$ cat src/rtl/rtc_multitimer.sv
// ---------------------------------------------------------------------------
// rtc_multitimer
//
// Bank of NCHAN independent BCD countdown timers for the real-time clock
// core. Each channel holds an HH:MM:SS value (hours 00-99) and counts it
// down by one second every 2^LGSUBCK pulses of the shared sub-second
// strobe. On reaching zero a channel raises its sticky alarm flag and
// pulses its interrupt line for one cycle. A one-shot channel then stops.
// A periodic channel reloads its last written value and keeps running.
//
// Ports:
//   i_clk        system clock
//   i_reset_n    asynchronous active-low reset (released synchronously)
//   i_sub_ck     one-cycle sub-second strobe, 2^LGSUBCK per second
//   i_wr         one-cycle write strobe for channel i_addr
//   i_addr       channel select for both write and read-back
//   i_data       [23:0] BCD HHMMSS, [24] run, [25] periodic, rest ignored
//   o_data       registered read of channel i_addr:
//                {5'h0, periodic, alarm, running, bcd[23:0]}
//   o_interrupt  per-channel one-cycle expiry pulse
//   o_int_any    OR of all o_interrupt bits
// ---------------------------------------------------------------------------
module rtc_multitimer #(
    parameter int NCHAN   = 4,
    parameter int LGSUBCK = 2,
    parameter int AW      = (NCHAN > 1) ? $clog2(NCHAN) : 1
) (
    input  logic             i_clk,
    input  logic             i_reset_n,
    input  logic             i_sub_ck,
    input  logic             i_wr,
    input  logic [AW-1:0]    i_addr,
    input  logic [31:0]      i_data,
    output logic [31:0]      o_data,
    output logic [NCHAN-1:0] o_interrupt,
    output logic             o_int_any
);

    logic [1:0]       rst_sync;
    logic             rst_n;
    logic             wr_valid;
    logic [23:0]      wr_value;
    logic [NCHAN-1:0] int_vec;
    logic [31:0]      ch_word [NCHAN];
    logic [31:0]      rd_word;
    logic             unused_data_bits;

    assign wr_value         = i_data[23:0];
    assign unused_data_bits = ^i_data[31:26];

    // A written value is only accepted if every digit is legal BCD for its
    // position: seconds/minutes tens no higher than 5, all other digits no
    // higher than 9. Keeping tens digits <= 5 also keeps bits 7 and 15 clear.
    function automatic logic bcd_valid(input logic [23:0] v);
        bcd_valid = (v[3:0]   <= 4'd9) && (v[7:4]   <= 4'd5) &&
                    (v[11:8]  <= 4'd9) && (v[15:12] <= 4'd5) &&
                    (v[19:16] <= 4'd9) && (v[23:20] <= 4'd9);
    endfunction

    // One-second BCD decrement. A zero digit wraps to its maximum (5 for
    // the seconds/minutes tens, 9 otherwise) and passes the borrow upward.
    // Only ever called on a nonzero value, so the hours tens never wraps.
    function automatic logic [23:0] bcd_dec(input logic [23:0] v);
        logic [23:0] r;
        logic        borrow;
        r      = v;
        borrow = 1'b1;
        for (int i = 0; i < 6; i++) begin
            if (borrow) begin
                if (r[i*4 +: 4] == 4'd0) begin
                    r[i*4 +: 4] = (i == 1 || i == 3) ? 4'd5 : 4'd9;
                end else begin
                    r[i*4 +: 4] = r[i*4 +: 4] - 4'd1;
                    borrow      = 1'b0;
                end
            end
        end
        bcd_dec = r;
    endfunction

    assign wr_valid = bcd_valid(wr_value);

    // Reset synchroniser: assertion reaches every flop immediately, while
    // release is lined up to a clock edge so no channel sees a partial
    // release.
    always_ff @(posedge i_clk or negedge i_reset_n) begin
        if (!i_reset_n) begin
            rst_sync <= 2'b00;
        end else begin
            rst_sync <= {rst_sync[0], 1'b1};
        end
    end

    assign rst_n = rst_sync[1];

    for (genvar g = 0; g < NCHAN; g++) begin : gen_chan
        logic [23:0]        bcd;
        logic [23:0]        reload;
        logic [LGSUBCK-1:0] sub;
        logic               running;
        logic               periodic;
        logic               alarm;
        logic               int_q;
        logic               tick;
        logic               expire;
        logic               wr_hit;

        // A tick is the last sub-second strobe of a running second; an
        // expiry is a tick that would take the count from 00:00:01 to zero.
        assign tick   = i_sub_ck && running && (sub == '1);
        assign expire = tick && (bcd == 24'h000001);
        assign wr_hit = i_wr && wr_valid && (i_addr == AW'(g));

        // Channel state. An expiry outranks a write landing in the same
        // cycle, so the write is dropped entirely in that case. While
        // stopped, a nonzero value loads a fresh count, a zero value resumes
        // a paused count. While running, only the run bit is honoured, which
        // lets software pause without disturbing the remaining time. Every
        // stopped-to-running start restarts the sub-second phase so the
        // first tick lands a full second later.
        always_ff @(posedge i_clk or negedge rst_n) begin
            if (!rst_n) begin
                bcd      <= '0;
                reload   <= '0;
                sub      <= '0;
                running  <= 1'b0;
                periodic <= 1'b0;
                alarm    <= 1'b0;
                int_q    <= 1'b0;
            end else begin
                int_q <= expire;
                if (running && i_sub_ck) begin
                    sub <= sub + 1'b1;
                end
                if (expire) begin
                    alarm <= 1'b1;
                    if (periodic) begin
                        bcd <= reload;
                    end else begin
                        bcd     <= '0;
                        running <= 1'b0;
                    end
                end else begin
                    if (tick) begin
                        bcd <= bcd_dec(bcd);
                    end
                    if (wr_hit) begin
                        alarm    <= 1'b0;
                        periodic <= i_data[25];
                        if (running) begin
                            running <= i_data[24];
                        end else if (wr_value != 24'h0) begin
                            bcd     <= wr_value;
                            reload  <= wr_value;
                            sub     <= '0;
                            running <= i_data[24];
                        end else if (bcd != 24'h0) begin
                            sub     <= '0;
                            running <= i_data[24];
                        end
                    end
                end
            end
        end

        assign int_vec[g] = int_q;
        assign ch_word[g] = {5'h0, periodic, alarm, running, bcd};
    end

    // Read-back select. Addresses beyond the last channel read as zero.
    always_comb begin
        rd_word = '0;
        for (int c = 0; c < NCHAN; c++) begin
            if (i_addr == AW'(c)) begin
                rd_word = ch_word[c];
            end
        end
    end

    // Registered read port, giving one cycle of latency from address to data.
    always_ff @(posedge i_clk or negedge rst_n) begin
        if (!rst_n) begin
            o_data <= '0;
        end else begin
            o_data <= rd_word;
        end
    end

    assign o_interrupt = int_vec;
    assign o_int_any   = |int_vec;

endmodule

$ cat config.mk
export PLATFORM = sky130hd
export DESIGN_NAME = rtc_multitimer
export DESIGN_NICKNAME = d
export VERILOG_FILES = /design/src/rtl/rtc_multitimer.sv
export SDC_FILE = /design/constraint.sdc
export NUM_CORES = 1
export LEC_CHECK = 0
export CORE_MARGIN = 1.5
export CORE_UTILIZATION = 40
export DETAILED_ROUTE_END_ITERATION = 16
export GPL_ROUTABILITY_DRIVEN = 0
export SYNTH_ARGS = -nofsm -noshare
export SYNTH_HDL_FRONTEND = slang
export SYNTH_SLANG_ARGS = --single-unit
$ cat constraint.sdc
create_clock -name i_clk -period 6.8 [get_ports i_clk]
set_input_delay 1.36 -clock i_clk [delete_from_list [all_inputs] [get_ports i_clk]]
set_output_delay 1.36 -clock i_clk [all_outputs]
set_load 0.02 [all_outputs]
==> metrics.txt <==
# TYPE chip_impl_metric gauge
chip_impl_info{name="run_status",value="completed"} 1
chip_impl_metric{name="dr.pass1.iters",unit=""} 7
chip_impl_metric{name="count_of_buffer_and_inverter_cells_on_the_critical_path",unit=""} 2
chip_impl_metric{name="syn_avg_cell_area",unit="sq um"} 9.36
chip_impl_metric{name="fillers",unit=""} 2761
chip_impl_metric{name="finalHoldViolCount",unit=""} 0
chip_impl_metric{name="synth-warning-count",unit=""} 0
chip_impl_info{name="setup.worst_path.start_class",value="input pin"} 1
chip_impl_info{name="critical_path.cell_chain",value="clkdlybuf4s50_1 -> o21ai_0 -> nand4_2 -> or4_1 -> nor2_2 -> buf_4 -> nand2_1 -> nand3_1"} 1
chip_impl_metric{name="die-width",unit="microns"} 178
chip_impl_metric{name="final_slew_violations",unit=""} 0
chip_impl_metric{name="worst-endpoint-required",unit="ns"} 7.28
chip_impl_info{name="postSynth.topFlopCell",value="sky130_fd_sc_hd__dfrtp_1"} 1
chip_impl_metric{name="finClkSkew",unit="ns"} 0.0193
chip_impl_metric{name="setup_tns",unit="ns"} 0
chip_impl_info{name="critical_path.reg2reg.startpoint",value="gen_chan[1].bcd[14]$_DFF_PN0_"} 1
chip_impl_metric{name="post_synth_and_or_nand_nor_area_fraction",unit=""} 0.262
chip_impl_metric{name="start_util",unit=""} 0.410
chip_impl_metric{name="worst_pin_slew",unit="ns"} 1.12
chip_impl_info{name="worst_r2r_endpoint",value="gen_chan[1].bcd[19]$_DFF_PN0_"} 1
chip_impl_metric{name="vias",unit=""} 10100
chip_impl_metric{name="cp.arrival",unit="ns"} 5.05
chip_impl_metric{name="timing.reg2reg.worst_path_depth",unit=""} 6
chip_impl_metric{name="final_min_period_over_clock_period",unit=""} 0.672
chip_impl_metric{name="grt_start_max_net_pins",unit=""} 188
chip_impl_metric{name="leakage",unit="uW"} 0.00662
chip_impl_metric{name="detailedPlacementHpwl",unit="microns"} 27400
chip_impl_info{name="timing.hold.worst.start",value="rst_sync[0]$_DFF_PN0_"} 1
chip_impl_metric{name="cpPeakStageDelay",unit="ns"} 0.82
chip_impl_info{name="hold_path_end",value="rst_sync[1]$_DFF_PN0_"} 1
chip_impl_metric{name="die-area",unit="sq um"} 31700
chip_impl_metric{name="std_cell_rows",unit=""} 63
chip_impl_metric{name="cp_max_fo",unit=""} 23
chip_impl_metric{name="cts_htree_levels",unit=""} 1
chip_impl_metric{name="postRouteWirelength",unit="microns"} 38600
chip_impl_metric{name="ys_ff_latch",unit=""} 245
chip_impl_metric{name="postSynth.asyncResetShare",unit=""} 1.00
chip_impl_metric{name="ir_drop",unit="mV"} 0.206
chip_impl_metric{name="clock_insertion_delay_worst_skew",unit="ns"} 0.55
chip_impl_metric{name="cts_setup_buffers",unit=""} 0
chip_impl_info{name="ctsRootBufferMaster",value="sky130_fd_sc_hd__clkbuf_16"} 1
chip_impl_info{name="grt_setup_unrepaired",value="no"} 1
chip_impl_metric{name="post_cts_hold_buffer_count",unit=""} 0
chip_impl_metric{name="postSynthCellCount",unit=""} 1308
chip_impl_metric{name="cts-buffers-inserted",unit=""} 28
chip_impl_metric{name="layout-area-overhead-vs-synth",unit="%"} 15.6
chip_impl_metric{name="ff2ff_setup_slack",unit="ns"} 3.51
chip_impl_metric{name="wl_cell",unit="microns"} 21.9
chip_impl_metric{name="max-cap-violations",unit=""} 0
chip_impl_info{name="combinational_family_with_the_most_area_after_synthesis",value="simple AND/OR/NAND/NOR gates"} 1
chip_impl_metric{name="ioPinCount",unit=""} 75
chip_impl_metric{name="muxShareOfSynthArea",unit=""} 0.0643
chip_impl_metric{name="cts_buffer_depth",unit=""} 3
chip_impl_metric{name="period_minus_slack",unit="ns"} 4.57
chip_impl_metric{name="slew_headroom",unit=""} 0.251
chip_impl_metric{name="global_route.usage.total",unit=""} 0.253
chip_impl_info{name="cts_tree",value="yes"} 1
chip_impl_metric{name="hold-path-cell-count",unit=""} 0
chip_impl_metric{name="floorplan.die.height",unit="microns"} 178
chip_impl_metric{name="drt_iter0_markers",unit=""} 930
chip_impl_info{name="crit_end_element",value="flip-flop"} 1
chip_impl_info{name="worst_path_max_delay_cell",value="sky130_fd_sc_hd__clkdlybuf4s50_1"} 1
chip_impl_metric{name="synthXorXnorAreaFrac",unit=""} 0.0286
chip_impl_info{name="path_delay_family",value="simple AND/OR/NAND/NOR gates"} 1
chip_impl_metric{name="cts_resized",unit=""} 0
chip_impl_metric{name="number_of_nets_in_the_layout",unit=""} 1393
chip_impl_metric{name="port_buffers",unit=""} 63
chip_impl_metric{name="setup_viol",unit=""} 0
chip_impl_metric{name="synth.yosys.seq_area_share",unit=""} 0.501
chip_impl_metric{name="yosysUniqueCellTypes",unit=""} 82
chip_impl_metric{name="globalRoute.totalOverflow",unit=""} 0
chip_impl_metric{name="compound_gate_portion_of_the_synthesized_area",unit=""} 0.106
chip_impl_metric{name="final_area",unit="sq um"} 14200
chip_impl_metric{name="first_pass_grt_wire_length",unit="microns"} 59500
chip_impl_metric{name="detail_route.vias_per_cell",unit=""} 5.75
chip_impl_metric{name="post_dp_cell_area",unit="sq um"} 13200
chip_impl_info{name="critPathKind",value="in2reg"} 1
chip_impl_metric{name="ant_nets",unit=""} 0
chip_impl_info{name="min_path_type",value="reg2reg"} 1
chip_impl_metric{name="grt_pass1_vias",unit=""} 9730
chip_impl_metric{name="core_area",unit="sq um"} 29900
chip_impl_metric{name="antenna-diode-count",unit=""} 0
chip_impl_metric{name="remaining_drc_errors",unit=""} 0
chip_impl_metric{name="clock-sinks",unit=""} 245
chip_impl_metric{name="synthesis.area",unit="sq um"} 12200
chip_impl_metric{name="drive_above_1_share",unit=""} 0.100
chip_impl_metric{name="synth_enable_flop_cells",unit=""} 0
chip_impl_metric{name="max_freq",unit="MHz"} 219
chip_impl_metric{name="worst_path_clk_slew",unit="ns"} 0.06
chip_impl_metric{name="path_depth",unit=""} 8
chip_impl_metric{name="post_synthesis_adder_cell_area_fraction",unit=""} 0.00409
chip_impl_metric{name="power.density",unit="nW/um^2"} 303
chip_impl_metric{name="grt_antenna_before_repair",unit=""} 4
synthesized netlist by cell type, types with 6 or more instances:
cell type | number | area [sq um]
sky130_fd_sc_hd__nand3_1 | 46 | 230
sky130_fd_sc_hd__a21o_1 | 11 | 82.6
sky130_fd_sc_hd__dfrtp_1 | 245 | 6130
sky130_fd_sc_hd__o21ai_1 | 7 | 35.0
sky130_fd_sc_hd__nor2b_1 | 9 | 56.3
sky130_fd_sc_hd__a22oi_1 | 8 | 60.1
sky130_fd_sc_hd__or2_2 | 8 | 50.1
sky130_fd_sc_hd__and2_1 | 6 | 37.5
sky130_fd_sc_hd__a21oi_1 | 27 | 135
sky130_fd_sc_hd__a221o_1 | 14 | 140
sky130_fd_sc_hd__o31ai_1 | 6 | 45.0
sky130_fd_sc_hd__buf_4 | 12 | 90.1
sky130_fd_sc_hd__mux2_2 | 7 | 78.8
sky130_fd_sc_hd__clkbuf_1 | 48 | 180
sky130_fd_sc_hd__nand2_1 | 379 | 1420
sky130_fd_sc_hd__nand4_1 | 8 | 50.1
sky130_fd_sc_hd__mux2i_1 | 10 | 100
sky130_fd_sc_hd__o21ai_0 | 66 | 330
sky130_fd_sc_hd__nor4_1 | 30 | 188
sky130_fd_sc_hd__nor3_1 | 37 | 185
sky130_fd_sc_hd__nor2_1 | 87 | 327
sky130_fd_sc_hd__xor2_1 | 14 | 123
sky130_fd_sc_hd__buf_2 | 13 | 65.1
sky130_fd_sc_hd__or4_1 | 16 | 120
sky130_fd_sc_hd__or3_1 | 20 | 125
sky130_fd_sc_hd__xnor2_1 | 26 | 228
sky130_fd_sc_hd__inv_1 | 10 | 37.5
sky130_fd_sc_hd__a32oi_1 | 6 | 52.6
sky130_fd_sc_hd__mux4_2 | 27 | 608
flip-flops by register name, summed over array words and instances (netlist names):
name	cells
gen_chan.periodic	4
gen_chan.sub	8
gen_chan.int_q	4
gen_chan.alarm	4
gen_chan.bcd	96
gen_chan.reload	96
rst_sync	2
gen_chan.running	4
o_data	27
report_power, final:
group,switching [uW],internal (uW)
Combinational,464,379
Clock,602,932
Sequential,270,1650
worst reg2reg max path: stages, from the launching register on:
cell and delay [ns]:
sky130_fd_sc_hd__dfrtp_1 0.44, sky130_fd_sc_hd__or4_4 0.57, sky130_fd_sc_hd__or3_1 0.52, sky130_fd_sc_hd__or4_1 0.81, sky130_fd_sc_hd__nor2_2 0.63, sky130_fd_sc_hd__a22oi_1 0.14, sky130_fd_sc_hd__o21ai_1 0.12
cell type report:
cell class / instances / area (sq um) / area share
Sequential cell: 245 / 6130 / 0.433
Multi-Input combinational cell: 977 / 5750 / 0.406
Timing Repair Buffer: 88 / 821 / 0.0580
Clock buffer: 41 / 811 / 0.0572
Tap cell: 390 / 488 / 0.0345
Clock inverter: 8 / 115 / 0.00813
Inverter: 11 / 41.3 / 0.00292
through the flow:
| step | hold slack, ns | utilization | setup WS, ns | instances | power [uW] |
|---|---|---|---|---|---|
| after CTS | 0.354 | 0.474 | 2.33 | 1760 | 4310 |
| after global routing | 0.378 | 0.474 | 2.12 | 1760 | 4490 |
| after floorplan | 0.331 | - | 2.78 | 1312 | 2420 |
| after detailed placement | 0.336 | 0.443 | 1.77 | 1711 | 2770 |
| after global placement | 0.338 | 0.443 | 1.83 | 1711 | 2750 |
| final | 0.357 | 0.474 | 2.23 | 1760 | 4290 |
layer usage:
metal,global-route usage,share of wire
met5,0,0.00075
met4,0.100,0.044
met3,0.0471,0.084
met2,0.384,0.44
met1,0.358,0.43
cell usage in the layout, fill, tap and decap left out, types with 5 or more instances in the layout:
| cell | netlist | final |
|---|---|---|
| sky130_fd_sc_hd__or2_2 | 8 | 8 |
| sky130_fd_sc_hd__o31ai_1 | 6 | 6 |
| sky130_fd_sc_hd__dfrtp_1 | 245 | 244 |
| sky130_fd_sc_hd__nor4_1 | 30 | 29 |
| sky130_fd_sc_hd__clkinv_2 | 0 | 5 |
| sky130_fd_sc_hd__a21o_1 | 11 | 11 |
| sky130_fd_sc_hd__a21oi_1 | 27 | 27 |
| sky130_fd_sc_hd__a22oi_1 | 8 | 8 |
| sky130_fd_sc_hd__xnor2_1 | 26 | 26 |
| sky130_fd_sc_hd__or4_1 | 16 | 16 |
| sky130_fd_sc_hd__nand3_1 | 46 | 46 |
| sky130_fd_sc_hd__and2_1 | 6 | 6 |
| sky130_fd_sc_hd__clkbuf_16 | 0 | 29 |
| sky130_fd_sc_hd__a32oi_1 | 6 | 6 |
| sky130_fd_sc_hd__nand4b_1 | 5 | 5 |
| sky130_fd_sc_hd__buf_4 | 12 | 24 |
| sky130_fd_sc_hd__nand4_1 | 8 | 8 |
| sky130_fd_sc_hd__xor2_1 | 14 | 14 |
| sky130_fd_sc_hd__clkdlybuf4s50_1 | 0 | 61 |
| sky130_fd_sc_hd__nor3_1 | 37 | 37 |
| sky130_fd_sc_hd__nor2b_1 | 9 | 9 |
| sky130_fd_sc_hd__mux2i_1 | 10 | 10 |
| sky130_fd_sc_hd__nor2_1 | 87 | 86 |
| sky130_fd_sc_hd__nand2_1 | 379 | 379 |
| sky130_fd_sc_hd__inv_1 | 10 | 10 |
| sky130_fd_sc_hd__a221o_1 | 14 | 14 |
| sky130_fd_sc_hd__mux2_2 | 7 | 7 |
| sky130_fd_sc_hd__mux4_2 | 27 | 27 |
| sky130_fd_sc_hd__clkbuf_1 | 48 | 8 |
| sky130_fd_sc_hd__or3_1 | 20 | 20 |
| sky130_fd_sc_hd__conb_1 | 2 | 6 |
| sky130_fd_sc_hd__o21ai_0 | 66 | 66 |
| sky130_fd_sc_hd__o21ai_1 | 7 | 7 |
worst max path at each step:
stage                               endpoint  slack [ns]             startpoint
6_report        gen_chan[1].bcd[4]$_DFF_PN0_        2.23             i_data[17]
5_1_grt         gen_chan[1].bcd[8]$_DFF_PN0_        2.12             i_data[17]
4_1_cts         gen_chan[1].bcd[4]$_DFF_PN0_        2.33             i_data[17]
3_5_place_dp    gen_chan[1].bcd[4]$_DFF_PN0_        1.77             i_data[17]
3_3_place_gp    gen_chan[1].bcd[4]$_DFF_PN0_        1.83             i_data[17]
2_1_floorplan  gen_chan[0].alarm$_DFFE_PN0P_        2.78  rst_sync[1]$_DFF_PN0_
cells by family after synthesis:
family / Yosys count
AO/OA/AOI/OAI: 193
XOR/XNOR: 40
adder cells (fa/ha/maj): 4
buffers and inverters: 90
flip-flops: 245
multiplexers: 44
other: 2
AND/OR/NAND/NOR: 690
No activity file was read; power rests on OpenSTA's default activity.
